### src/rtl/morse_pkg.sv
// rtl/morse_pkg.sv - letter codes, FSM idle code and sequencer state encoding
package morse_pkg;

    localparam logic [2:0] A_IN = 3'b000;
    localparam logic [2:0] B_IN = 3'b001;
    localparam logic [2:0] C_IN = 3'b010;
    localparam logic [2:0] D_IN = 3'b011;
    localparam logic [2:0] E_IN = 3'b100;
    localparam logic [2:0] F_IN = 3'b101;
    localparam logic [2:0] G_IN = 3'b110;
    localparam logic [2:0] H_IN = 3'b111;

    localparam logic [4:0] FSM_IDLE = 5'h0;

    typedef enum logic [1:0] {
        SEQ_IDLE      = 2'd0,
        SEQ_ISSUE     = 2'd1,
        SEQ_WAIT_DONE = 2'd2,
        SEQ_GAP       = 2'd3
    } seq_state_e;

endpackage

### src/rtl/morse_ltr_fifo.sv
// rtl/morse_ltr_fifo.sv - DEPTHx3 circular letter buffer with flush and offset read port
module morse_ltr_fifo #(
    parameter int DEPTH = 8,
    localparam int PTR_W = $clog2(DEPTH)
) (
    input  logic             clk,
    input  logic             reset_n,
    input  logic             flush,
    input  logic             push,
    input  logic [2:0]       push_data,
    input  logic             pop,
    input  logic [PTR_W-1:0] rd_ofs,
    output logic [2:0]       rd_data,
    output logic [PTR_W:0]   count,
    output logic             full,
    output logic             empty
);

    logic [2:0]       mem_q [DEPTH];
    logic [PTR_W-1:0] wr_ptr_q, wr_ptr_d;
    logic [PTR_W-1:0] rd_ptr_q, rd_ptr_d;
    logic [PTR_W:0]   count_q, count_d;
    logic             full_q, empty_q;
    logic             push_ok, pop_ok;

    assign push_ok = push && !full_q && !flush;
    assign pop_ok  = pop && !empty_q && !flush;

    always_comb begin
        wr_ptr_d = wr_ptr_q;
        rd_ptr_d = rd_ptr_q;
        count_d  = count_q;
        if (flush) begin
            wr_ptr_d = '0;
            rd_ptr_d = '0;
            count_d  = '0;
        end else begin
            if (push_ok) wr_ptr_d = wr_ptr_q + {{(PTR_W-1){1'b0}}, 1'b1};
            if (pop_ok)  rd_ptr_d = rd_ptr_q + {{(PTR_W-1){1'b0}}, 1'b1};
            case ({push_ok, pop_ok})
                2'b10:   count_d = count_q + {{PTR_W{1'b0}}, 1'b1};
                2'b01:   count_d = count_q - {{PTR_W{1'b0}}, 1'b1};
                default: count_d = count_q;
            endcase
        end
    end

    // Flags are registered from next-state count so they stay Moore outputs.
    always_ff @(posedge clk or negedge reset_n) begin
        if (!reset_n) begin
            wr_ptr_q <= '0;
            rd_ptr_q <= '0;
            count_q  <= '0;
            full_q   <= 1'b0;
            empty_q  <= 1'b1;
        end else begin
            wr_ptr_q <= wr_ptr_d;
            rd_ptr_q <= rd_ptr_d;
            count_q  <= count_d;
            full_q   <= (count_d == DEPTH[PTR_W:0]);
            empty_q  <= (count_d == '0);
        end
    end

    always_ff @(posedge clk) begin
        if (push_ok) mem_q[wr_ptr_q] <= push_data;
    end

    assign rd_data = mem_q[rd_ptr_q + rd_ofs];
    assign count   = count_q;
    assign full    = full_q;
    assign empty   = empty_q;

endmodule

### src/rtl/morse_msg_sequencer.sv
// rtl/morse_msg_sequencer.sv - letter queue scheduler feeding the Morse FSM load port; MORSE_SEQ_LOOP_EN enables looped playback
module morse_msg_sequencer
    import morse_pkg::*;
#(
    parameter int DEPTH      = 8,
    parameter int GAP_CYCLES = 27
) (
    input  logic                     clk,
    input  logic                     reset_n,
    input  logic                     wr_en,
    input  logic [2:0]               wr_ltr,
    input  logic                     start,
    input  logic                     abort,
    input  logic [4:0]               fsm_state,
    output logic                     ld_ltr,
    output logic [2:0]               ltr,
    output logic [$clog2(DEPTH):0]   count,
    output logic                     full,
    output logic                     empty,
    output logic                     busy
);

    localparam int PTR_W = $clog2(DEPTH);

    seq_state_e       state_q;
    logic             ld_ltr_q, busy_q;
    logic [2:0]       ltr_q;
    logic [24:0]      gap_q;
    logic             fifo_push, fifo_pop;
    logic [PTR_W-1:0] rd_ofs;
    logic [2:0]       rd_data;

`ifdef MORSE_SEQ_LOOP_EN
    logic [PTR_W-1:0] play_q;
    logic [PTR_W:0]   play_inc;
    logic [PTR_W-1:0] play_next;

    // Play pointer is an offset from the oldest entry and wraps at the fill level.
    assign play_inc  = {1'b0, play_q} + {{PTR_W{1'b0}}, 1'b1};
    assign play_next = (play_inc == count) ? '0 : play_inc[PTR_W-1:0];
    assign fifo_push = wr_en && !abort && !busy_q;
    assign fifo_pop  = 1'b0;
    assign rd_ofs    = play_q;
`else
    assign fifo_push = wr_en && !abort;
    assign fifo_pop  = (state_q == SEQ_ISSUE) && (fsm_state != FSM_IDLE) && !abort;
    assign rd_ofs    = '0;
`endif

    morse_ltr_fifo #(.DEPTH(DEPTH)) u_fifo (
        .clk       (clk),
        .reset_n   (reset_n),
        .flush     (abort),
        .push      (fifo_push),
        .push_data (wr_ltr),
        .pop       (fifo_pop),
        .rd_ofs    (rd_ofs),
        .rd_data   (rd_data),
        .count     (count),
        .full      (full),
        .empty     (empty)
    );

    always_ff @(posedge clk or negedge reset_n) begin
        if (!reset_n) begin
            state_q  <= SEQ_IDLE;
            ld_ltr_q <= 1'b0;
            ltr_q    <= 3'b000;
            busy_q   <= 1'b0;
            gap_q    <= '0;
`ifdef MORSE_SEQ_LOOP_EN
            play_q   <= '0;
`endif
        end else if (abort) begin
            state_q  <= SEQ_IDLE;
            ld_ltr_q <= 1'b0;
            busy_q   <= 1'b0;
`ifdef MORSE_SEQ_LOOP_EN
            play_q   <= '0;
`endif
        end else begin
            case (state_q)
                SEQ_IDLE: begin
                    if (start && !empty && fsm_state == FSM_IDLE) begin
                        state_q  <= SEQ_ISSUE;
                        ld_ltr_q <= 1'b1;
                        ltr_q    <= rd_data;
                        busy_q   <= 1'b1;
                    end
                end
                SEQ_ISSUE: begin
                    if (fsm_state != FSM_IDLE) begin
                        state_q  <= SEQ_WAIT_DONE;
                        ld_ltr_q <= 1'b0;
`ifdef MORSE_SEQ_LOOP_EN
                        play_q   <= play_next;
`endif
                    end
                end
                SEQ_WAIT_DONE: begin
                    if (fsm_state == FSM_IDLE) begin
                        state_q <= SEQ_GAP;
                        gap_q   <= 25'(GAP_CYCLES - 1);
                    end
                end
                SEQ_GAP: begin
                    if (gap_q == '0) begin
                        if (!empty) begin
                            state_q  <= SEQ_ISSUE;
                            ld_ltr_q <= 1'b1;
                            ltr_q    <= rd_data;
                        end else begin
                            state_q <= SEQ_IDLE;
                            busy_q  <= 1'b0;
                        end
                    end else begin
                        gap_q <= gap_q - 25'd1;
                    end
                end
                default: state_q <= SEQ_IDLE;
            endcase
        end
    end

    assign ld_ltr = ld_ltr_q;
    assign ltr    = ltr_q;
    assign busy   = busy_q;

endmodule

### config.mk
export PLATFORM = sky130hd
export DESIGN_NAME = morse_msg_sequencer
export DESIGN_NICKNAME = d
export VERILOG_FILES = /design/src/rtl/morse_pkg.sv /design/src/rtl/morse_ltr_fifo.sv /design/src/rtl/morse_msg_sequencer.sv
export SDC_FILE = /design/constraint.sdc
export NUM_CORES = 1
export LEC_CHECK = 0
export BUFFER_PORTS_ARGS = -buffer_cell sky130_fd_sc_hd__clkbuf_2
export CAP_MARGIN = 20
export CELL_PAD_IN_SITES_DETAIL_PLACEMENT = 0
export CELL_PAD_IN_SITES_GLOBAL_PLACEMENT = 2
export CORE_MARGIN = 2
export CORE_UTILIZATION = 40
export CTS_CLUSTER_DIAMETER = 40
export DETAILED_ROUTE_END_ITERATION = 12
export PLACE_DENSITY_LB_ADDON = 0.3
export SLEW_MARGIN = 20
export SYNTH_ARGS = -nofsm -noshare
export SYNTH_HDL_FRONTEND = slang
export SYNTH_SLANG_ARGS = --single-unit
### constraint.sdc
create_clock -name clk -period 3.6 [get_ports clk]
set_input_delay 0.18 -clock clk [delete_from_list [all_inputs] [get_ports clk]]
set_output_delay 0.18 -clock clk [all_outputs]
set_load 0.01 [all_outputs]
# Word-level counts from Yosys, hierarchy flattened
# Memories as Yosys holds them, arrays and structs flattened.
# Cells that the tools add are included.
# word_totals
reg_bits	44
ramBits	24
inputBits	13
word_cells	94
mem_count	1
# mem_list
memory	words	word_bits	rd	rd_ports_with_merged_regs	write_ports	line_no	source
u_fifo.mem_q	8	3	1	0	1	morse_ltr_fifo.sv:19	logic [2:0] mem_q [DEPTH];
# op_classes
n_addsub	5
n_eq_ne	17
mux	32
bitwise_logic	1
reduce_logical	28
# ops
operator	n
25-bit two-way mux	2
25-bit case mux with 2 select lines	1
25-bit logical NOT	1
25-bit by 1-bit subtractor with 25-bit output, second input constant	1
3-bit two-way mux	7
3-bit != test, second input constant	4
4-bit AND reduction	3
1-bit two-way mux	11
2-bit two-way mux	5
2-bit != test, second input constant	5
5-bit AND reduction	2
1-bit logical AND	9
2-bit case mux with 4 select lines	1
4-bit case mux with 2 select lines	1
2-bit nonzero test	4
3-bit by 1-bit adder with 3-bit output, second input constant	2
2-bit == test, second input constant	3
3-bit by 2-bit != test with 1-bit output, second input constant	2
3-bit case mux with 2 select lines	1
5-bit logical NOT	1
5-bit nonzero test	1
4-bit by 1-bit adder with 4-bit output, second input constant	1
2-bit by 1-bit == test with 1-bit output, second input constant	2
4-bit == test, second input constant	1
10 further kinds	12

# Logic depth before layout (Yosys ltp)
# Gate-level depths: netlist of run 1.
# logic_depth
depth_word	9
mapped_depth	12
ltp_nobuf	12

# Cells and area by module
# Synthesis of run 1 repeated with hierarchy kept, for this count alone.
# unflattened
hier_cells	379
area_unflattened_um2	3758.6
# modules_own_cells
module	n_inst	cells_each	area_per_inst_um2	seq_area_each_um2
morse_msg_sequencer	1	222	2019.4	800.8
morse_ltr_fifo	1	157	1739.2	1022.2

# Worst setup path after synthesis of run 1
# No wires, ideal clock.
# synth_path
path_kind	in2reg
from	in fsm_state[1]
to	reg u_fifo.full_q (netlist: u_fifo.full)
setup_ns	0.127
t_arrival_ns	2.498
t_required_ns	3.473
path_slack_ns	0.975
cell_stages	11
path_cell_list	or3_1 o311a_1 nor2b_1 ha_1 xor2_1 ha_1 a21oi_1 xor2_1 or3_1 a21oi_1 nor3b_1
# synth_via
elab_chain_cells	9
word_cells_on_any_way	10
cone_classes	eq/ne: 3; mux: 2; reduce/logical: 5
# synth_lines
element	line_no	source
start, declared	morse_msg_sequencer.sv:14	input logic [4:0] fsm_state,
5-bit nonzero test (*)	morse_msg_sequencer.sv:46	assign fifo_pop = (state_q == SEQ_ISSUE) && (fsm_state != FSM_IDLE) && !abort;
1-bit logical AND (*) (2 in series)	morse_msg_sequencer.sv:46	
1-bit logical AND (*) (2 in series)	morse_ltr_fifo.sv:27	assign pop_ok = pop && !empty_q && !flush;
2-bit by 1-bit == test with 1-bit output / 2-bit == test (equally long branches)	morse_ltr_fifo.sv:40	case ({push_ok, pop_ok})
4-bit case mux with 2 select lines (*)	morse_ltr_fifo.sv:40	
4-bit two-way mux (*)	morse_ltr_fifo.sv:33	if (flush) begin
named net u_fifo.count_d[2]	morse_ltr_fifo.sv:22	logic [PTR_W:0] count_q, count_d;
4-bit == test (*)	morse_ltr_fifo.sv:60	full_q <= (count_d == DEPTH[PTR_W:0]);
end signal, assigned	morse_ltr_fifo.sv:60	
end, declared	morse_ltr_fifo.sv:23	logic full_q, empty_q;
# Mark *: on every way through the listed nets, which the timed path passes. The rest lies on a longest branch.
# A chain may end at the register's enable or synchronous reset.

# Final worst setup path of run 1
# layout_path
from	reg state_q[1]
to	reg u_fifo.full_q (netlist: u_fifo.full)
# layout_via
elab_chain_cells	9
word_cells_on_any_way	10
cone_classes	eq/ne: 4; mux: 2; reduce/logical: 4
# layout_lines
element	line_no	source
start, declared	morse_msg_sequencer.sv:25	seq_state_e state_q;
start signal, assigned	morse_msg_sequencer.sv:66	state_q <= SEQ_IDLE;
start signal, assigned	morse_msg_sequencer.sv:75	state_q <= SEQ_IDLE;
start signal, assigned	morse_msg_sequencer.sv:85	state_q <= SEQ_ISSUE;
2-bit by 1-bit == test with 1-bit output (*)	morse_msg_sequencer.sv:46	
1-bit logical AND (*) (2 in series)	morse_msg_sequencer.sv:46	
1-bit logical AND (*) (2 in series)	morse_ltr_fifo.sv:27	
2-bit by 1-bit == test with 1-bit output / 2-bit == test (equally long branches)	morse_ltr_fifo.sv:40	
4-bit case mux with 2 select lines (*)	morse_ltr_fifo.sv:40	
4-bit two-way mux (*)	morse_ltr_fifo.sv:33	
named net u_fifo.count_d[2]	morse_ltr_fifo.sv:22	
4-bit == test (*)	morse_ltr_fifo.sv:60	
# Marks and branches as above.

==> results of run 1 <==
[through the flow]
stage | setup WS, ps | area, sq um | hold WS (ps) | util [%]
after global placement | 737 | 3760 | 318 | 43.8
final | 730 | 3980 | 110 | 46.3
after CTS | 699 | 3980 | 95.2 | 46.3
after floorplan | 975 | 3490 | -116 | -
after global routing | 460 | 3980 | 103 | 46.3
after detailed placement | 687 | 3760 | 315 | 43.8
[final cells by class]
class                      instances  area [sq um]
multi-input combinational        224          1590
sequential                        68          1820
inverter                          12          45.0
tap                              108           135
clock inverter                     7          82.6
fill                             838          4610
clock buffer                       9           124
timing repair buffer              31           178
[sequential cells by signal, summed over array words and instances (netlist names)]
name / count
gap_q: 25
busy: 1
ltr: 3
u_fifo.count: 4
u_fifo.empty: 1
u_fifo.wr_ptr_q: 3
u_fifo.rd_ptr_q: 3
u_fifo.full: 1
ld_ltr: 1
u_fifo.mem_q: 24
state_q: 2
[worst paths after layout]
| path | depth (start not counted) | slack [ps] | endpoint |
|---|---|---|---|
| worst max-delay path | 12 | 730 | u_fifo.full$_DFF_PN0_ |
| worst min-delay path | 1 | 110 | u_fifo.mem_q[4][0]$_DFFE_PP_ |
| worst max register to register | 12 | 730 | u_fifo.full$_DFF_PN0_ |
| worst min register to register | 1 | 520 | ltr[2]$_DFFE_PN0P_ |
| max in group asynchronous | 3 | 2730 | u_fifo.wr_ptr_q[1]$_DFFE_PN0P_ |
| min in group asynchronous | 3 | 450 | gap_q[21]$_DFFE_PN0P_ |
[critical path, cell delays in order, from the launching register on]
cell and delay [ps]:
dfrtp_1 410, inv_1 130, ha_1 240, o311a_1 310, nor2b_1 230, ha_1 290
xor2_1 170, ha_1 160, a21oi_1 50, xor2_1 150, or3_1 310, a21oi_1 230
nor3b_1 80
[per-layer routing]
| metal | share of wire, % | vias up |
|---|---|---|
| met5 | 0 | - |
| met4 | 1.2 | 0 |
| met3 | 3.3 | 5 |
| met2 | 50 | 34 |
| met1 | 45 | 1266 |
| li1 | - | 1238 |
[power groups by stage]
stage	combinational, uW	clock [uW]	sequential (uW)
after floorplan	203	0	901
after global placement	302	0	902
after detailed placement	303	0	901
after CTS	306	692	885
after global routing	340	727	894
final	302	669	885
[kinds of logic (layout without fill, tap and decap cells)]
| kind of cell | after synthesis | in the layout |
|---|---|---|
| XOR/XNOR | 12 | 12 |
| buffers and inverters | 21 | 59 |
| flip-flops | 68 | 68 |
| AND/OR/NAND/NOR | 123 | 123 |
| multiplexers | 17 | 17 |
| adder cells (fa/ha/maj) | 11 | 11 |
| AO/OA/AOI/OAI | 61 | 61 |
[placed cells by master, fill, tap and decap left out, drive strengths merged, types with 8 or more instances in the layout]
master and instances:
a21oi 19, clkbuf 32, dfrtp 43, edfxtp 24, ha 11, inv 16
mux2 8, nand2 21, nor2 28, nor3 9, o21ai 14, o31ai 8
or3 11, xor2 9
==> impl_metrics.yaml, run 1 <==
pwr:
  switching_power_uw: 540
  clkPwrFrac_pct: 36.1
  p_leak_uw: 0.00158
  p_per_area_mw_per_mm2: 466
  comb_power_share_pct: 16.3
  pwr-share-seq_pct: 47.7
  switching_share_pct: 29.1
  peakVddDrop_uv: 304
  intPower_uw: 1320
  total_power_uw: 1860
synth:
  synth-async-reset-ratio_pct: 64.7
  synth_top_family_by_area: "simple AND/OR/NAND/NOR gates"
  seq_area_frac_synth_pct: 52.2
  syn-instance-count: 313
  synthXorXnorAreaFrac_pct: 3.01
  synth_area_leaders: "dfrtp_1 (31%), edfxtp_1 (21%), ha_1 (3.9%)"
  synth_fa_ha_area_share_pct: 3.94
  syn_nets: 337
  synth_compound_area_share_pct: 11.8
  ys_ff_latch: 68
  synth_simple_gate_area_share_pct: 19.5
  synthFlopType: "dfrtp_1"
  ys_warn_count: 0
  yosysUniqueCellTypes: 52
  synthMuxAreaShare_pct: 7.31
  synth_top_area_share_pct: 30.8
  yosysMostFrequentCell: "dfrtp_1"
  synth_edf_count: 24
  synth_area_sq_mm: 0.00349
  synth_top_area_cell: "dfrtp_1"
  avgSynthCellArea_sq_um: 11.1
  synthTopCellsByCount: "dfrtp_1 (43), nor2_1 (28), edfxtp_1 (24)"
worst_setup_path:
  cp-end-kind: "flop"
  critPathMaxFanout: 5
  setup.worst_path.start_class: "flop"
  arrival_ps: 3100
  critPathLaunch: "state_q[1]$_DFFE_PN0P_"
  cp_data_required_time_ps: 3830
  critical_path_class: "reg -> reg"
  r2r-start: "state_q[1]$_DFFE_PN0P_"
global_routing:
  met2_usage_pct: 29.1
  first_global_vias: 2602
  grtUsageTotal_pct: 17.0
  grt_antenna_before_repair: 0
  grt_max_degree: 45
  use_met3_pct: 4.96
  grt_most_used_layer: "met2"
  grt_pass1_wl_mm: 12.7
  grt_overflow: 0
  globalRouteMet1Util_pct: 20.4
die:
  io_pins: 24
  die_x_um: 97.4
  die_h_um: 97.4
  design.core.area_sq_mm: 0.00859
  start_util_pct: 40.6
  die_area_sq_mm: 0.00949
  row_count: 34
clock_tree:
  clk_path_buf_depth: 2
  postCtsSetupBuffers: 0
  clock_sinks: 68
  root_buffer: "clkbuf_8"
  cts_resized: 0
  clkTransAtPathRegs_ps: 90
  clk_latency_ps: 360
  hold_buffers: 1
  htree_num_levels: 3
  cts_buffers: 9
  cts_tree: "yes"
detailed_routing:
  drt-total-wl_mm: 7.46
  dr.pass1.iters: 4
  drc: 0
  dr_total_vias: 2543
  vias_per_cell: 5.54
  wl_per_cell_um: 16.3
  drt-initial-drc-count: 62
  ant_nets: 0
finish:
  diodes: 0
  fin_nets: 370
  drive_gt1_share_pct: 20.2
  fin_cells: 459
  synthToLayoutAreaGrowth_pct: 14.1
sta:
  period_share_pct: 79.7
  tightest_slew_ps: 597
  rsz0062_at_grt: "no"
  finalSetupTns_ps: 0
  fin_worst_skew_ps: 15.6
  maxSlewHeadroom_pct: 59.9
  setup_viol: 0
  fmax_mhz: 348
  finalHoldViolCount: 0
  period_minus_slack_ps: 2870
  finalMaxSlewViolations: 0
place:
  dp_hpwl_mm: 5.15
  gp_congestion: 0.790
  place.port_buffers: 23
  dp_cells: 442
min_path:
  hold_class: "in -> reg"
  hold_path_startpoint: "wr_ltr[0]"
run:
  cap_violations: 0
outcome:
  status: "finished clean"
Power figures use the tool's default switching activity.
==> run 2, diff against run 1 <==
--- a/config.mk
+++ b/config.mk
@@ -5,12 +5,13 @@
 export SDC_FILE = /design/constraint.sdc
 export NUM_CORES = 1
 export LEC_CHECK = 0
+export ABC_AREA = 1
 export BUFFER_PORTS_ARGS = -buffer_cell sky130_fd_sc_hd__clkbuf_2
 export CAP_MARGIN = 20
 export CELL_PAD_IN_SITES_DETAIL_PLACEMENT = 0
 export CELL_PAD_IN_SITES_GLOBAL_PLACEMENT = 2
 export CORE_MARGIN = 2
-export CORE_UTILIZATION = 40
+export CORE_UTILIZATION = 36
 export CTS_CLUSTER_DIAMETER = 40
 export DETAILED_ROUTE_END_ITERATION = 12
 export PLACE_DENSITY_LB_ADDON = 0.3
==> constraint.sdc (replaced) <==
create_clock -name clk -period 2.7 [get_ports clk]
set_input_delay 0.135 -clock clk [delete_from_list [all_inputs] [get_ports clk]]
set_output_delay 0.135 -clock clk [all_outputs]
set_load 0.01 [all_outputs]
==> run 2 against run 1 <==
Against the previous run: combinational power rose to 4.2 times the previous value; sequential power rose by 51%; design area rose by 8.1%; flip-flop and latch count did not move; synthesized cell count rose by 54%; die area rose by 20%; clock skew fell by 3.4 ps; clock power rose by 39%; non-clock buffer count did not move; critical endpoint is now u_fifo.empty$_DFF_PN1_.
==> impl_metrics.yaml, run 2 <==
finish:
  diodes: 0
  largest_register_ff_count: 25
  fin_nets: 538
  layout_commonest_cell: "nand2_1"
  fin_area_sq_mm: 0.00430
  synthToLayoutAreaGrowth_pct: 12.9
  largest-register: "gap_q"
  drive_gt1_share_pct: 12.9
  final_cell_mix: "nand2_1 (135), nor2_1 (75), dfrtp_1 (43)"
sta:
  setup_viol: 0
  fin_worst_skew_ps: 12.2
  tightest_slew_ps: 616
  period_share_pct: 87.4
  finalHoldViolCount: 0
  finalMaxSlewViolations: 0
  maxSlewHeadroom_pct: 59.0
  fin_hold_ws_ps: 64.8
  rsz0062_at_grt: "no"
  finalSetupTns_ps: 0
  period_minus_slack_ps: 2360
  fmax_mhz: 424
detailed_routing:
  wl_per_cell_um: 13.8
  drt-total-wl_mm: 9.03
  dr_total_vias: 3121
  drt-initial-drc-count: 146
  ant_nets: 0
  dr.pass1.iters: 4
  vias_per_cell: 4.76
  drc: 0
synth:
  avgSynthCellArea_sq_um: 7.89
  synth_top_area_share_pct: 28.3
  seq_area_frac_synth_pct: 47.9
  syn_nets: 507
  syn-instance-count: 483
  synthTopCellsByCount: "nand2_1 (135), nor2_1 (75), dfrtp_1 (43)"
  ys_ff_latch: 68
  ys_warn_count: 0
  synth_area_leaders: "dfrtp_1 (28%), edfxtp_1 (19%), nand2_1 (13%)"
  synth_area_sq_mm: 0.00381
  synthFlopType: "dfrtp_1"
  synth_top_area_cell: "dfrtp_1"
  yosysUniqueCellTypes: 33
  yosysMostFrequentCell: "nand2_1"
  synth_edf_count: 24
  synth-async-reset-ratio_pct: 64.7
global_routing:
  first_global_vias: 3039
  grt_antenna_before_repair: 0
  grtUsageTotal_pct: 17.2
  grt_max_degree: 45
  grt_overflow: 0
  grt_pass1_wl_mm: 15.1
die:
  design.core.area_sq_mm: 0.0103
  row_count: 37
  die_h_um: 107
  io_pins: 24
  start_util_pct: 37.1
  die_x_um: 107
  die_area_sq_mm: 0.0114
worst_setup_path:
  r2r-start: "state_q[1]$_DFFE_PN0P_"
  slowest_delay_ps: 400
  setup.worst_path.start_class: "flop"
  crit_end: "u_fifo.empty$_DFF_PN1_"
  r2r_cells: 17
  arrival_ps: 2650
  cp_data_required_time_ps: 2990
  reg2reg_to: "u_fifo.empty$_DFF_PN1_"
  critPathLaunch: "state_q[1]$_DFFE_PN0P_"
  worstPathCellList: "inv_1, ha_1, inv_1, nor2_1, nand2_1, inv_1, nand2_1, inv_1, ha_2, nor2_1, nor2_1, ha_1, o21ai_1, o22ai_1, inv_1, nand2_1, a21oi_1"
  reg2reg_slack_ps: 340
  worst_path_most_repeated_cell: "inv_1"
  cp-end-kind: "flop"
  cpMaxStageDelayCell: "dfrtp_1"
  critPathMaxFanout: 5
  critical_path_class: "reg -> reg"
outcome:
  status: "finished clean"
place:
  dpl-instance-area_sq_mm: 0.00407
  gp_congestion: 0.792
  dp_hpwl_mm: 6.60
  place.port_buffers: 23
clock_tree:
  clkTransAtPathRegs_ps: 80
  cts_buffers: 9
  clk_path_buf_depth: 2
  root_buffer: "clkbuf_8"
  clk_latency_ps: 350
  htree_num_levels: 3
  clock_sinks: 68
  cts_tree: "yes"
min_path:
  hold_class: "in -> reg"
pwr:
  total_power_uw: 3530
  p_per_area_mw_per_mm2: 821
  peakVddDrop_uv: 258
  p_leak_uw: 0.00205
run:
  cap_violations: 0
==> run 2: changes by cell type after synthesis, moves of 10 or more <==
cell / change
o21ai_0: +24
nand3_1: +28
a21oi_1: -10
nor2_1: +47
inv_1: +30
nand2_1: +114
or3_1: -10
==> run 2: metrics by stage <==
stage / instances / utilization, % / setup slack [ps]
CTS: 654 / 41.8 / 209
global route: 655 / 41.9 / 9.54
finish: 655 / 41.9 / 339
global placement: 637 / 39.6 / 261
detailed placement: 637 / 39.6 / 237
floorplan: 483 / - / 428
==> run 2: area by class of cell <==
class	instances	area, sq um
Clock buffer	11	131
Clock inverter	5	76.3
Fill cell	1082	5980
Inverter	49	188
Multi-Input combinational cell	355	1740
Sequential cell	68	1820
Tap cell	136	170
Timing Repair Buffer	31	178
==> run 2: cell families (layout without fill, tap and decap cells) <==
| group | count (synthesis) | after routing | share of synthesized area, % |
|---|---|---|---|
| adder cells (fa/ha/maj) | 11 | 11 | 3.61 |
| AO/OA/AOI/OAI | 61 | 61 | 9.20 |
| AND/OR/NAND/NOR | 270 | 270 | 29.7 |
| flip-flops | 68 | 68 | 47.9 |
| XOR/XNOR | 13 | 13 | 2.99 |
| buffers and inverters | 60 | 96 | 6.64 |
==> run 2: report_power, final <==
| part | switching [uW] | total, uW | internal (uW) |
|---|---|---|---|
| clock network | 412 | 929 | 517 |
| registers | 129 | 1340 | 1210 |
| logic | 835 | 1270 | 432 |
==> run 2: worst min-delay path by stage <==
stage                     startpoint                             end  slack (ps)  cells after the start
after floorplan              reset_n                busy$_DFFE_PN0P_        -160                      0
after global placement       reset_n              ltr[1]$_DFFE_PN0P_         280                      2
after detailed placement     reset_n              ltr[0]$_DFFE_PN0P_         280                      2
after CTS                      wr_en  u_fifo.wr_ptr_q[2]$_DFFE_PN0P_          50                      3
after global routing       wr_ltr[0]    u_fifo.mem_q[6][0]$_DFFE_PP_          80                      1
final                          wr_en  u_fifo.wr_ptr_q[2]$_DFFE_PN0P_          60                      3
==> run 2: routing by layer <==
| layer | GRT usage (%) | share of wire, % | up-vias |
|---|---|---|---|
| met1 | 25.1 | 53 | 1430 |
| met4 | 7.79 | 1.9 | 0 |
| met2 | 25.4 | 42 | 41 |
| met5 | 0 | 0 | - |
| met3 | 2.37 | 2.8 | 11 |
| li1 | - | - | 1639 |
==> run 2: repair_timing <==
item	in CTS	in global routing
setup buffers	0	1
resized for setup	0	2
setup endpoints to repair	0	2
hold endpoints to repair	43	0
hold buffers	1	0
==> run 2: critical path: cells and delay by family, from the launching register on <==
family          cells  cell delay (ps)
compound gates      3              390
flops               1              400
fa+ha+maj           3              650
buf+inv             5              340
simple gates        6              530
